### src/rtl/dec38_pkg.sv
// dec38_pkg: shared widths and FSM state type for the registered 3-to-8 decoder.
package dec38_pkg;
    localparam int CODE_W   = 3;
    localparam int ONEHOT_W = 8;
    typedef enum logic {IDLE, HOLD} dec_state_t;
endpackage

### src/rtl/decoder3to8_seq_if.sv
// decoder3to8_seq_if: code-word handshake and decoded one-hot outputs.
interface decoder3to8_seq_if;
    import dec38_pkg::*;
    logic                in_valid;
    logic                in_ready;
    logic                v;
    logic [CODE_W-1:0]   y;
    logic [ONEHOT_W-1:0] o;
    logic                o_active;
    logic                done;
    logic                err;
    modport master (output in_valid, v, y, input in_ready, o, o_active, done, err);
    modport slave  (input in_valid, v, y, output in_ready, o, o_active, done, err);
endinterface

### src/rtl/dec3to8_comb.sv
// dec3to8_comb: pure combinational 3-to-8 one-hot decode.
module dec3to8_comb
    import dec38_pkg::*;
(
    input  logic [CODE_W-1:0]   y,
    output logic [ONEHOT_W-1:0] o
);
    for (genvar i = 0; i < ONEHOT_W; i++) begin : g_dec
        localparam logic [CODE_W-1:0] K = CODE_W'(i);
        assign o[i] = &(y ~^ K);
    end
endmodule

### src/rtl/decoder3to8_seq.sv
// decoder3to8_seq: registered 3-to-8 decoder holding each word HOLD_CYCLES cycles.
// Optional DEC38_ERR_EN builds the err pulse for accepted v=0 words.
module decoder3to8_seq
    import dec38_pkg::*;
#(
    parameter int HOLD_CYCLES = 4,
    parameter int CNT_W       = 8
) (
    input  logic               clk,
    input  logic               rst_n,
    decoder3to8_seq_if.slave   bus
);
    dec_state_t          state_q, state_d;
    logic [CNT_W-1:0]    cnt_q, cnt_d;
    logic [ONEHOT_W-1:0] o_q, o_d, dec;
    logic                act_q, act_d, done_q, done_d;
    logic                in_ready, load;

    dec3to8_comb u_dec (.y(bus.y), .o(dec));

    // Ready depends only on registered state, so no valid->ready loop exists.
    assign in_ready = (state_q == IDLE) || (cnt_q == '0);
    assign load     = bus.in_valid && in_ready && bus.v;

    always_comb begin
        state_d = load ? HOLD : (state_q == HOLD && cnt_q == '0) ? IDLE : state_q;
        cnt_d   = load ? CNT_W'(HOLD_CYCLES - 1) : (cnt_q != '0) ? cnt_q - CNT_W'(1) : cnt_q;
        o_d     = load ? dec : (state_d == IDLE) ? '0 : o_q;
        act_d   = (state_d == HOLD);
        done_d  = (state_d == HOLD) && (cnt_d == '0);
    end

    always_ff @(posedge clk or negedge rst_n) begin
        if (!rst_n) begin
            state_q <= IDLE;
            cnt_q   <= '0;
            o_q     <= '0;
            act_q   <= 1'b0;
            done_q  <= 1'b0;
        end else begin
            state_q <= state_d;
            cnt_q   <= cnt_d;
            o_q     <= o_d;
            act_q   <= act_d;
            done_q  <= done_d;
        end
    end

`ifdef DEC38_ERR_EN
    logic err_q, err_d;
    always_comb begin
        err_d = bus.in_valid && in_ready && !bus.v;
    end
    always_ff @(posedge clk or negedge rst_n) begin
        if (!rst_n) err_q <= 1'b0;
        else        err_q <= err_d;
    end
    assign bus.err = err_q;
`else
    assign bus.err = 1'b0;
`endif

    assign bus.in_ready = in_ready;
    assign bus.o        = o_q;
    assign bus.o_active = act_q;
    assign bus.done     = done_q;
endmodule

### src/flat_wrapper.sv
// flat-port wrapper written by rule: the top's interface ports become plain ports
module decoder3to8_seq_flat import dec38_pkg::*;
#(
    parameter int HOLD_CYCLES = 4,
    parameter int CNT_W       = 8
)
  (clk, rst_n, bus_in_valid, bus_v, bus_y, bus_in_ready, bus_o, bus_o_active, bus_done, bus_err);
  decoder3to8_seq_if bus_i ();
  input  logic clk;
  input  logic rst_n;
  input wire logic [$bits(bus_i.in_valid)-1:0] bus_in_valid;
  input wire logic [$bits(bus_i.v)-1:0] bus_v;
  input wire logic [$bits(bus_i.y)-1:0] bus_y;
  output wire logic [$bits(bus_i.in_ready)-1:0] bus_in_ready;
  output wire logic [$bits(bus_i.o)-1:0] bus_o;
  output wire logic [$bits(bus_i.o_active)-1:0] bus_o_active;
  output wire logic [$bits(bus_i.done)-1:0] bus_done;
  output wire logic [$bits(bus_i.err)-1:0] bus_err;
  assign bus_i.in_valid = bus_in_valid;
  assign bus_i.v = bus_v;
  assign bus_i.y = bus_y;
  assign bus_in_ready = bus_i.in_ready;
  assign bus_o = bus_i.o;
  assign bus_o_active = bus_i.o_active;
  assign bus_done = bus_i.done;
  assign bus_err = bus_i.err;
  decoder3to8_seq #(.HOLD_CYCLES(HOLD_CYCLES), .CNT_W(CNT_W)) u_core (.clk(clk), .rst_n(rst_n), .bus(bus_i));
endmodule
### config.mk
export PLATFORM = sky130hd
export DESIGN_NAME = decoder3to8_seq_flat
export DESIGN_NICKNAME = d
export VERILOG_FILES = /design/src/rtl/dec38_pkg.sv /design/src/rtl/decoder3to8_seq_if.sv /design/src/rtl/dec3to8_comb.sv /design/src/rtl/decoder3to8_seq.sv /design/src/flat_wrapper.sv
export SDC_FILE = /design/constraint.sdc
export NUM_CORES = 1
export LEC_CHECK = 0
export ABC_AREA = 1
export BUFFER_PORTS_ARGS = -buffer_cell sky130_fd_sc_hd__buf_2
export CAP_MARGIN = 5
export CORE_MARGIN = 4
export CORE_UTILIZATION = 44
export CTS_BUF_LIST = sky130_fd_sc_hd__clkbuf_8
export DETAILED_ROUTE_END_ITERATION = 8
export PLACE_DENSITY = 0.66
export SYNTH_ARGS = -nofsm -noshare
export SYNTH_HDL_FRONTEND = slang
export SYNTH_SLANG_ARGS = --single-unit
### constraint.sdc
create_clock -name clk -period 1.6 [get_ports clk]
set_clock_uncertainty 0.1 [all_clocks]
set_input_delay 0.16 -clock clk [delete_from_list [all_inputs] [get_ports clk]]
set_output_delay 0.16 -clock clk [all_outputs]
set_load 0.05 [all_outputs]
After elaboration in Yosys (flattened, before gate mapping)

Index checks and enable logic that the tools add are counted.

Register bits: 18
Output and inout port bits: 12
Word-level logic and storage cells: 36

Bitwise operators: 8
Multiplexer cells: 6
Add/subtract/negate cells: 1
Reduce and logical (&&, ||, !) cells: 16
Equality and inequality tests: 1

Operators by type and width:

| cell                                             | number |
|---|---|
| two-way mux 8 bit                                | 4 |
| AND reduction 3 bit                              | 8 |
| logical NOT 8 bit                                | 2 |
| nonzero test 8 bit                               | 1 |
| subtractor 8 x 1 -> 8 bit, second input constant | 1 |
| inverter 2 bit                                   | 3 |
| logical AND 1 bit                                | 4 |
| inverter 1 bit                                   | 4 |
| inverter 3 bit                                   | 1 |
| two-way mux 1 bit                                | 2 |
| != test 2 bit, second input constant             | 1 |
| logical OR 1 bit                                 | 1 |

Longest topological paths before layout

Gate-level depths: netlist (run 1).

Word-level depth: 7
Depth in mapped cells: 10
Gate-level depth less buffers: 9

Cells and area by module

Synthesis (run 1) repeated with hierarchy kept, for this count alone.

Cell total of the unflattened synthesis: 132
Area total of the unflattened synthesis: 1037.2 um^2

Modules (own cells, without submodules):

| module          | instances | cells an instance | sequential area each (um^2) | area each (um^2) |
|---|---|---|---|---|
| decoder3to8_seq | 1         | 117               | 450.4                       | 980.9 |
| dec3to8_comb    | 1         | 15                | 0.0                         | 56.3 |

Least setup slack after synthesis (run 1)

OpenSTA, ideal clock, no wires.

Path type: flip-flop to flip-flop
Start point: reg u_core.cnt_q[0]
End point: reg u_core.o_q[7], in the netlist u_core.bus.o[7]
Library setup time: 0.083 ns
Setup slack: 0.126 ns
Buffers on the path: 0
Period minus slack after synthesis: 1.474 ns
Data arrival time: 1.291 ns
Stages on the path, launching flop included: 9
Path through: dfrtp_1 inv_1 ha_1 nand2_1 inv_2 nand2_4 nand2_4 nand2_4 o21ai_0

Cells in the longest elaborated chain, start to end: 6
Elaborated cells between the ends (all ways): 9
Those cells by class: 1 x eq/ne; 3 x mux; 5 x reduce/logical

RTL lines:

| what                               | RTL line              | RTL |
|---|---|---|
| start: declaration                 | decoder3to8_seq.sv:14 | `logic [CNT_W-1:0] cnt_q, cnt_d;` |
| start signal: assignment           | decoder3to8_seq.sv:42 | `cnt_q <= cnt_d;` |
| logical NOT 8 bit (*)              | decoder3to8_seq.sv:22 | `assign in_ready = (state_q == IDLE) \|\| (cnt_q == '0);` |
| logical OR 1 bit (*)               | decoder3to8_seq.sv:22 |  |
| via bus_in_ready                   | flat_wrapper.sv:14    | `output wire logic [$bits(bus_i.in_ready)-1:0] bus_in_ready;` |
| logical AND 1 bit (*) (2 in a row) | decoder3to8_seq.sv:23 | `assign load = bus.in_valid && in_ready && bus.v;` |
| two-way mux 1 bit                  | decoder3to8_seq.sv:26 | `state_d = load ? HOLD : (state_q == HOLD && cnt_q == '0) ? IDLE : state_q;` |
| != test 2 bit (no line)            | -                     |  |
| end signal: assignment             | decoder3to8_seq.sv:37 | `o_q <= '0;` |
| end signal: assignment             | decoder3to8_seq.sv:43 | `o_q <= o_d;` |
| end: declaration                   | decoder3to8_seq.sv:15 | `logic [ONEHOT_W-1:0] o_q, o_d, dec;` |

The timed path passes the listed nets; every way through them passes the cells marked *.
A chain may end at the register's enable or synchronous reset.

Worst setup path after layout (run 1)

Start point: reg u_core.cnt_q[0]
End point: out bus_in_ready

Cells in the longest elaborated chain, start to end: 2

RTL lines:

| what              | RTL line |
|---|---|
| logical NOT 8 bit | decoder3to8_seq.sv:22 |
| logical OR 1 bit  | decoder3to8_seq.sv:22 |
| end: declaration  | flat_wrapper.sv:14 |

Every way passes these cells.

==> impl_metrics.py, run 1 <==
metrics = {
    "run_status": {
        "status": "finished, final reports clean",
    },
    "detailed_routing": {
        "avgViaCountPerCell": 5.04,
        "drtAntennaViolNets": 0,
        "drt-total-wl_um": 2300,
        "avgRoutedWirePerCell_um": 12.5,
        "drtIter0Drc": 14,
        "drc": 0,
        "first_pass_iters": 4,
        "vias": 927,
    },
    "cells_and_area": {
        "final_cells": 184,
        "fin_nets": 168,
        "area_growth_pct": 29.0,
        "multi_input_area_um2": 464,
        "fin_area_mm2": 0.00127,
        "diodes": 0,
        "drive_gt1_share_pct": 33.1,
        "nFillCells": 193,
        "regArea_um2": 450,
    },
    "logic_synthesis": {
        "ys_ff_latch": 18,
        "yosysTopAreaCell": "dfrtp_1",
        "synthTopCellsByArea": "dfrtp_1 (46%), nand3_1 (12%), nand2_1 (8.7%)",
        "synthesis.nets": 134,
        "ys_types": 21,
        "yosysWarningCount": 0,
        "synth_top_area_share_pct": 45.6,
        "avgSynthCellArea_um2": 7.91,
        "mappedNetlistArea_um2": 988,
        "ys_seq_area_share_pct": 45.6,
        "syn-instance-count": 125,
    },
    "power": {
        "power_density_mw_per_mm2": 624,
        "intPower_uw": 632,
        "ir_worst_vdd_uv": 347,
        "power_switching_uw": 163,
        "seqPwrFrac_pct": 57.2,
        "pwr-share-comb_pct": 4.7,
        "power_uw": 795,
        "p_sw_share_pct": 20.5,
        "clkPwrFrac_pct": 38.1,
        "leakage_uw": 0.000679,
    },
    "worst_setup_path": {
        "arrival_ns": 1.28,
        "cp-start-kind": "flip-flop",
        "path_max_fanout": 3,
        "end_kind": "primary output",
        "required_ns": 1.34,
        "path_buf_inv": 3,
        "critPathKind": "reg2out",
        "critPathTopFamily": "flip-flops",
        "slowest_stage": "dfrtp_1",
        "worstPathCellList": "inv_2 -> ha_4 -> nand2_2 -> inv_2 -> nand2_4 -> nand2_4 -> buf_8",
        "cp_slowest_stage_delay_ns": 0.40,
    },
    "cts": {
        "clk_pin_slew_worst_paths_ns": 0.06,
        "root_buffer": "clkbuf_8",
        "cts_made_buffers": 3,
        "htree_levels": 1,
        "clk_latency_ns": 0.25,
        "cts.sinks": 18,
        "clock_path_buffers": 2,
        "cts_tree": "built",
    },
    "global_routing": {
        "first_global_vias": 871,
        "antenna_found_initial": 0,
        "track_usage_pct": 15.4,
        "grt_max_degree": 19,
        "grt_pass1_wl_um": 3840,
        "grt_overflow": 0,
    },
    "floorplan": {
        "io_pins": 19,
        "die-area_mm2": 0.00307,
        "die_x_um": 55.4,
        "core-area_mm2": 0.00204,
        "die_y_um": 55.4,
        "initial_core_util_pct": 48.4,
        "rows": 16,
    },
    "sta": {
        "fin_setup_tns_ns": 0,
        "rsz0062_at_grt": "no",
        "drv_slew": 0,
        "layout_min_cycle_time_ns": 1.54,
        "period_share_pct": 96.3,
        "timing.fmax_mhz": 649,
        "fin_ws_ns": 0.0592,
        "timing_hold_violations_final": 0,
        "setup_viol": 0,
    },
    "placement": {
        "hpwl_um": 1600,
        "place_inst": 170,
        "io_buffers": 17,
        "dp_slack_ns": 0.0614,
        "placed_cell_area_mm2": 0.00110,
        "place.gp.congestion": 0.845,
    },
    "min_path": {
        "hold_path.class": "in2reg",
    },
    "job": {
        "maxCapViolations": 0,
    },
}
timing repair:
item	4_1_cts	5_1_grt
endpoints found under the hold margin	18	0
gates cloned	0	0
resized for setup	7	7
hold buffers	1	0
pin swaps	1	3
setup buffers	4	6
endpoints found under the setup margin	1	3
stage by stage:
stage               util, %  hold slack (ns)
finish                 62.4           0.0610
global route           62.4           0.0645
CTS                    58.9           0.0561
detailed placement     54.0           0.0104
global placement       54.0           0.0197
floorplan                 -           -0.236
path summary, 6_finish.rpt:
check | endpoint | depth (start not counted) | slack [ns] | from
worst max-delay path | bus_in_ready | 7 | 0.06 | u_core.cnt_q[0]$_DFF_PN0_
worst min-delay path | u_core.state_q$_DFF_PN0_ | 3 | 0.06 | bus_in_valid
worst max register to register | u_core.bus.done$_DFF_PN0_ | 9 | 0.09 | u_core.cnt_q[0]$_DFF_PN0_
worst min register to register | u_core.bus.o[6]$_DFFE_PN0P_ | 2 | 0.41 | u_core.bus.o[6]$_DFFE_PN0P_
max in group asynchronous | u_core.cnt_q[3]$_DFF_PN0_ | 2 | 0.84 | rst_n
min in group asynchronous | u_core.cnt_q[0]$_DFF_PN0_ | 2 | 0.27 | rst_n
final cells by class:
| type | count | share of cell area, % |
|---|---|---|
| clock buffer | 3 | 3.24 |
| inverter | 20 | 5.89 |
| multi-input combinational | 84 | 36.4 |
| sequential | 18 | 35.3 |
| tap | 27 | 2.65 |
| timing repair buffer | 32 | 16.5 |
synthesized netlist by cell type:
master,n
xor2_1,1
a21oi_1,2
buf_6,1
o21ai_1,2
nand2_4,3
o21ai_0,10
nand3_1,24
nand2_2,1
nand3_2,1
conb_1,1
ha_1,2
nand4_1,1
inv_2,2
nand2_1,23
a21oi_2,1
dfrtp_1,18
buf_8,1
inv_1,18
nor2_1,10
buf_4,1
nor2_2,2
tightest hold or removal path: stages:
cell and delay (ns):
buf_2 0.07, nand2_1 0.05, nand2_1 0.08
registers in the layout, indices dropped and copies added (netlist names):
signal	count
u_core.bus.done	1
u_core.cnt_q	8
u_core.bus.o	8
u_core.state_q	1
power by group through the flow:
stage / Combinational, µW / Sequential, µW / Clock (µW)
finish: 37.0 / 455 / 303
global route: 42.4 / 455 / 337
CTS: 37.6 / 455 / 318
detailed placement: 35.8 / 464 / 0
global placement: 36.1 / 464 / 0
floorplan: 16.7 / 464 / 0
cells in the final DEF, fill, tap and decap left out, types with 2 or more instances in the layout:
master / count
nor2_2: 5
nand3_1: 24
nand2_1: 22
inv_2: 4
clkbuf_8: 3
buf_4: 14
o21ai_1: 3
inv_1: 16
ha_4: 2
nor2_1: 7
dfrtp_1: 18
nand2_4: 3
buf_2: 16
o21ai_0: 9
nand2_2: 2
a21oi_1: 2
metal layers:
metal  share of wire, %  global-route usage [%]  vias to the layer above
met2                 50                    24.3                       26
met4                1.3                    6.94                        0
met5                  0                       0                        -
met1                 45                    20.1                      433
met3                3.7                    3.03                        4
li1                   -                       -                      464
cells by family after synthesis:
| family | count (synthesis) | share of synthesized area, % |
|---|---|---|
| and+or+nand+nor | 65 | 31.6 |
| buffers and inverters | 23 | 11.0 |
| DFF | 18 | 45.6 |
| AOI/OAI and AO/OA | 15 | 7.98 |
| adders and majority gates | 2 | 2.53 |
| xor gates and xnor gates | 1 | 0.886 |
| other | 1 | 0.379 |
No activity file was read; power rests on OpenSTA's default activity.
==> run 2, diff against run 1 <==
--- a/config.mk
+++ b/config.mk
@@ -5,7 +5,6 @@
 export SDC_FILE = /design/constraint.sdc
 export NUM_CORES = 1
 export LEC_CHECK = 0
-export ABC_AREA = 1
 export BUFFER_PORTS_ARGS = -buffer_cell sky130_fd_sc_hd__buf_2
 export CAP_MARGIN = 5
 export CORE_MARGIN = 4
==> run 2 against run 1 <==
The flow now finishes with violations (setup timing). Fmax fell by 22%. Wire length is 12% higher. Critical path depth decreased by 3. Largest cell class unchanged.
==> impl_metrics.py, run 2 <==
metrics = {
    "sta": {
        "layout_min_cycle_time_ns": 1.96,
        "drv_slew": 0,
        "setup_viol": 18,
        "fin_setup_tns_ns": -3.78,
        "timing_hold_violations_final": 0,
        "fin_ws_ns": -0.365,
        "rsz0062_at_grt": "yes",
        "period_share_pct": 123,
        "timing.fmax_mhz": 509,
    },
    "cts": {
        "clk_pin_slew_worst_paths_ns": 0.07,
        "clock_path_buffers": 2,
        "cts_tree": "built",
        "root_buffer": "clkbuf_8",
        "cts_made_buffers": 3,
        "cts.sinks": 18,
        "clk_latency_ns": 0.25,
        "htree_levels": 1,
    },
    "detailed_routing": {
        "drtIter0Drc": 32,
        "drc": 0,
        "avgRoutedWirePerCell_um": 15.8,
        "avgViaCountPerCell": 5.56,
        "first_pass_iters": 4,
        "drt-total-wl_um": 2590,
        "drtAntennaViolNets": 0,
        "vias": 912,
    },
    "logic_synthesis": {
        "synth_commonest_cells": "dfrtp_1 (18), nand2_1 (13), nor2_1 (9), o31ai_1 (7), inv_1 (5)",
        "ys_ff_latch": 18,
        "synth_top_area_share_pct": 49.1,
        "ys.flop_type": "dfrtp_1",
        "syn-instance-count": 92,
        "synthTopCellsByArea": "dfrtp_1 (49%), o31ai_1 (5.7%), nand2_1 (5.3%)",
        "avgSynthCellArea_um2": 9.97,
        "synthArstFlopShare_pct": 100,
        "ys_types": 35,
        "yosysTopAreaCell": "dfrtp_1",
        "yosysWarningCount": 0,
        "synthesis.nets": 101,
        "synth_most_common_cell": "dfrtp_1",
        "mappedNetlistArea_um2": 917,
        "synth_enable_flop_cells": 0,
        "ys_seq_area_share_pct": 49.1,
    },
    "worst_setup_path": {
        "critPathKind": "reg2out",
        "r2r-start": "u_core.cnt_q[1]$_DFF_PN0_",
        "slowest_stage": "or4_4",
        "cp_slowest_stage_delay_ns": 0.59,
        "reg2reg_slack_ns": -0.35,
        "worstReg2RegEnd": "u_core.bus.done$_DFF_PN0_",
        "end_kind": "primary output",
        "arrival_ns": 1.70,
        "path_max_fanout": 6,
        "ff2ff_path_depth": 6,
        "worstPathCellList": "or4_4 -> o21a_4 -> clkinvlp_4 -> buf_8",
        "required_ns": 1.34,
        "cp-start-kind": "flip-flop",
    },
    "floorplan": {
        "core-area_mm2": 0.00196,
        "die-area_mm2": 0.00288,
        "io_pins": 19,
        "die_x_um": 53.7,
        "die_y_um": 53.7,
        "initial_core_util_pct": 46.7,
        "rows": 16,
    },
    "cells_and_area": {
        "nFillCells": 130,
        "finalCoreUtilization_pct": 74.2,
        "area_growth_pct": 58.8,
        "diodes": 0,
        "fin_area_mm2": 0.00146,
        "fin_nets": 147,
        "regArea_um2": 450,
        "final_common_cell": "buf_4",
        "multi_input_area_um2": 559,
        "final_cell_mix": "buf_4 (22), dfrtp_1 (18), buf_2 (16)",
        "drive_gt1_share_pct": 56.9,
    },
    "global_routing": {
        "grt_pass1_wl_um": 4090,
        "track_usage_pct": 20.4,
        "grt_overflow": 0,
        "use_met2_pct": 33.1,
        "grt_max_degree": 19,
        "antenna_found_initial": 0,
        "use_met3_pct": 3.60,
        "first_global_vias": 882,
        "grt.busiest_layer": "met2",
        "grt_use_met1_pct": 26.1,
    },
    "min_path": {
        "hp-start": "bus_y[1]",
        "hold_path.class": "in2reg",
        "min_path_cells": 2,
        "holdPathEnd": "u_core.bus.o[0]$_DFFE_PN0P_",
    },
    "power": {
        "pwr-share-comb_pct": 64.8,
        "power_switching_uw": 1490,
        "power_density_mw_per_mm2": 2290,
        "leakage_uw": 0.000648,
        "ir_worst_vdd_uv": 1660,
        "power_uw": 3330,
        "intPower_uw": 1840,
        "seqPwrFrac_pct": 24.2,
        "clkPwrFrac_pct": 11.0,
        "p_sw_share_pct": 44.8,
    },
    "placement": {
        "placed_cell_area_mm2": 0.00118,
        "dp_slack_ns": -0.416,
        "place.gp.congestion": 0.872,
        "hpwl_um": 1740,
        "io_buffers": 17,
    },
    "job": {
        "maxCapViolations": 0,
    },
    "run_status": {
        "status": "finished with violations",
        "violations": "setup timing",
    },
}
run 2: worst max-delay path: cells and delay by family, from the launching register on:
family,cells,cell delay (ns)
AO/OA/AOI/OAI,1,0.26
buffers and inverters,2,0.22
flip-flops,1,0.38
AND/OR/NAND/NOR,1,0.59
run 2: kinds of logic after synthesis:
family	after synthesis	share of synthesized area (%)
buffers and inverters	9	5.87
adders and majority gates	2	2.73
other	1	0.409
AOI/OAI and AO/OA	24	20.1
DFF	18	49.1
and+or+nand+nor	36	19.9
xor gates and xnor gates	2	1.91
run 2: power groups by stage:
stage          Combinational [µW]  Sequential, µW  Clock [µW]
5_1_grt                      2300             827         394
3_3_place_gp                 1690             779           0
2_1_floorplan                 683            1180           0
4_1_cts                      2020             792         374
6_report                     2160             806         366
3_5_place_dp                 1730             788           0
run 2: worst max path at each step:
stage / depth (start not counted) / to / from
5_1_grt: 6 / bus_in_ready / u_core.cnt_q[0]$_DFF_PN0_
2_1_floorplan: 7 / u_core.state_q$_DFF_PN0_ / u_core.cnt_q[5]$_DFF_PN0_
6_report: 4 / bus_in_ready / u_core.cnt_q[5]$_DFF_PN0_
4_1_cts: 6 / bus_in_ready / u_core.cnt_q[1]$_DFF_PN0_
3_3_place_gp: 6 / u_core.bus.o[4]$_DFFE_PN0P_ / u_core.cnt_q[1]$_DFF_PN0_
3_5_place_dp: 4 / u_core.bus.o[4]$_DFFE_PN0P_ / u_core.cnt_q[5]$_DFF_PN0_
run 2: area by class of cell:
| type | count | area share, % |
|---|---|---|
| Sequential cell | 18 | 30.9 |
| Clock buffer | 4 | 3.78 |
| Inverter | 5 | 1.55 |
| Tap cell | 27 | 2.32 |
| Multi-Input combinational cell | 65 | 38.4 |
| Timing Repair Buffer | 45 | 23.0 |
run 2: through the flow:
step	hold WS [ns]	cells
after floorplan	-0.236	92
after CTS	0.0708	159
after detailed placement	0.00700	153
final	0.0853	164
after global routing	0.0837	164
after global placement	0.00299	153
run 2: what timing repair did:
action | CTS | global route
gates resized for setup | 26 | 9
hold buffers | 1 | 0
pin swaps | 6 | 1
setup endpoints to repair | 19 | 19
endpoints found under the hold margin | 18 | 0
setup buffers | 1 | 5
run 2: per-layer routing:
metal / vias up / part of all wire (%)
li1: 419 / -
met1: 443 / 45
met2: 44 / 48
met3: 6 / 5.1
met4: 0 / 2.1
met5: - / 0
==> run 3, diff against run 2 <==
--- a/config.mk
+++ b/config.mk
@@ -5,9 +5,9 @@
 export SDC_FILE = /design/constraint.sdc
 export NUM_CORES = 1
 export LEC_CHECK = 0
+export ABC_AREA = 1
 export BUFFER_PORTS_ARGS = -buffer_cell sky130_fd_sc_hd__buf_2
 export CAP_MARGIN = 5
-export CORE_MARGIN = 4
 export CORE_UTILIZATION = 44
 export CTS_BUF_LIST = sky130_fd_sc_hd__clkbuf_8
 export DETAILED_ROUTE_END_ITERATION = 8
==> run 3 against run 2 <==
The run now ends clean. Global-route usage shrank 0.24 points. Fmax grew 25%. Flip-flop and latch count is the same. Critical path depth grew 2. Clock power shrank 2%. Worst hold slack lost 0.045 ns. Combinational power shrank 98%. Critical path type unchanged. Highest routed layer unchanged.
==> impl_metrics.py, run 3 (synthesis gave the netlist of run 1 again) <==
metrics = {
    "floorplan": {
        "core-area_mm2": 0.00204,
        "die-area_mm2": 0.00244,
        "die_x_um": 49.4,
        "io_pins": 19,
        "initial_core_util_pct": 48.4,
        "die_y_um": 49.4,
        "rows": 16,
    },
    "min_path": {
        "hold_path.class": "in2reg",
    },
    "global_routing": {
        "grt_pass1_wl_um": 3740,
        "first_global_vias": 878,
        "grt_max_degree": 19,
        "track_usage_pct": 20.1,
        "antenna_found_initial": 0,
        "grt_overflow": 0,
    },
    "detailed_routing": {
        "avgViaCountPerCell": 4.88,
        "drt-total-wl_um": 2240,
        "drtAntennaViolNets": 0,
        "drc": 0,
        "avgRoutedWirePerCell_um": 12.0,
        "drtIter0Drc": 11,
        "first_pass_iters": 4,
        "vias": 908,
    },
    "sta": {
        "layout_min_cycle_time_ns": 1.57,
        "timing_hold_violations_final": 0,
        "whs_ns": 0.0402,
        "rsz0062_at_grt": "yes",
        "drv_slew": 0,
        "period_share_pct": 98.2,
        "setup_viol": 0,
        "timing.fmax_mhz": 636,
        "fin_ws_ns": 0.0286,
        "fin_setup_tns_ns": 0,
    },
    "worst_setup_path": {
        "worstPathCellList": "nor2_2 -> nand2_2 -> inv_2 -> nand2_4 -> nand2_4 -> buf_8",
        "cp_slowest_stage_delay_ns": 0.42,
        "slowest_stage": "dfrtp_1",
        "end_kind": "primary output",
        "path_buf_inv": 2,
        "reg2reg_slack_ns": 0.16,
        "path_max_fanout": 4,
        "critPathKind": "reg2out",
        "critPathTopFamily": "flip-flops",
        "required_ns": 1.34,
        "arrival_ns": 1.31,
        "cp-start-kind": "flip-flop",
        "crit_top_cell": "nand2_4",
    },
    "cts": {
        "cts.sinks": 18,
        "root_buffer": "clkbuf_8",
        "cts_made_buffers": 3,
        "clk_pin_slew_worst_paths_ns": 0.07,
        "htree_levels": 1,
        "clk_latency_ns": 0.25,
        "cts_tree": "built",
        "clock_path_buffers": 2,
    },
    "cells_and_area": {
        "drive_gt1_share_pct": 35.8,
        "nFillCells": 178,
        "fin_area_mm2": 0.00132,
        "multi_input_area_um2": 482,
        "regArea_um2": 453,
        "area_growth_pct": 33.2,
        "finalCoreUtilization_pct": 64.5,
        "diodes": 0,
        "final_common_cell": "nand3_1",
        "fin_nets": 169,
        "final_cell_mix": "nand3_1 (24), nand2_1 (21), inv_1 (16), buf_2 (16), dfrtp_1 (16)",
    },
    "run_status": {
        "status": "finished, final reports clean",
    },
    "power": {
        "ir_worst_vdd_uv": 799,
        "leakage_uw": 0.000693,
        "power_density_mw_per_mm2": 645,
    },
    "placement": {
        "place.gp.congestion": 0.836,
        "io_buffers": 17,
        "hpwl_um": 1540,
        "placed_cell_area_mm2": 0.00110,
        "dp_slack_ns": 0.0568,
    },
    "job": {
        "maxCapViolations": 0,
    },
}
run 3: changes by cell type in the layout (fill, tap and decap cells not counted), moves of 3 or more:
| cell | delta |
|---|---|
| nand2_4 | +3 |
| o31ai_1 | -4 |
| o21ai_0 | +6 |
| nand3_1 | +23 |
| buf_4 | -7 |
| nand2_1 | +12 |
| buf_6 | -4 |
| inv_1 | +15 |
| or4_4 | -3 |
run 3: worst min-delay path, cell delays in order:
cell	delay, ns
buf_2	0.07
nand2_1	0.05
nand2_1	0.07
run 3: metrics by stage:
step                      total power [µW]  instances
final                                  849        186
after detailed placement               500        169
after global routing                   889        186
after global placement                 500        169
after floorplan                        480        125
after CTS                              865        177
run 3: final timing paths:
| check | from | end | cells past startpoint |
|---|---|---|---|
| max reg2reg | u_core.cnt_q[0]$_DFF_PN0_ | u_core.bus.done$_DFF_PN0_ | 9 |
| max | u_core.cnt_q[4]$_DFF_PN0_ | bus_in_ready | 6 |
| min | bus_in_valid | u_core.state_q$_DFF_PN0_ | 3 |
| max in group asynchronous | rst_n | u_core.cnt_q[2]$_DFF_PN0_ | 2 |
| min reg2reg | u_core.bus.o[5]$_DFFE_PN0P_ | u_core.bus.o[5]$_DFFE_PN0P_ | 2 |
| min in group asynchronous | rst_n | u_core.cnt_q[3]$_DFF_PN0_ | 2 |
run 3: routing by layer:
metal	vias to the layer above	part of all wire [%]	track usage [%]
met4	0	2.1	5.24
met3	6	3.5	5.30
met2	22	51	36.5
met1	415	44	23.2
met5	-	0	0
li1	465	-	-
run 3: timing repair:
| item | 4_1_cts | 5_1_grt |
|---|---|---|
| setup endpoints to repair | 1 | 2 |
| pin swaps | 0 | 5 |
| hold endpoints to repair | 18 | 0 |
| hold buffers | 1 | 0 |
| setup buffers | 3 | 9 |
| gates resized for setup | 6 | 14 |
run 3: report_power, final:
part	internal (µW)	switching, µW
sequential	455	0
clock	218	139
combinational	10.3	26.5
total	683	165
run 3: area by class of cell:
type / instances / share of cell area, %
multi-input cells: 84 / 36.6
flip-flops and latches: 18 / 34.4
repair buffers: 33 / 16.5
inverters: 20 / 5.70
clock buffers: 4 / 4.18
well taps: 27 / 2.57
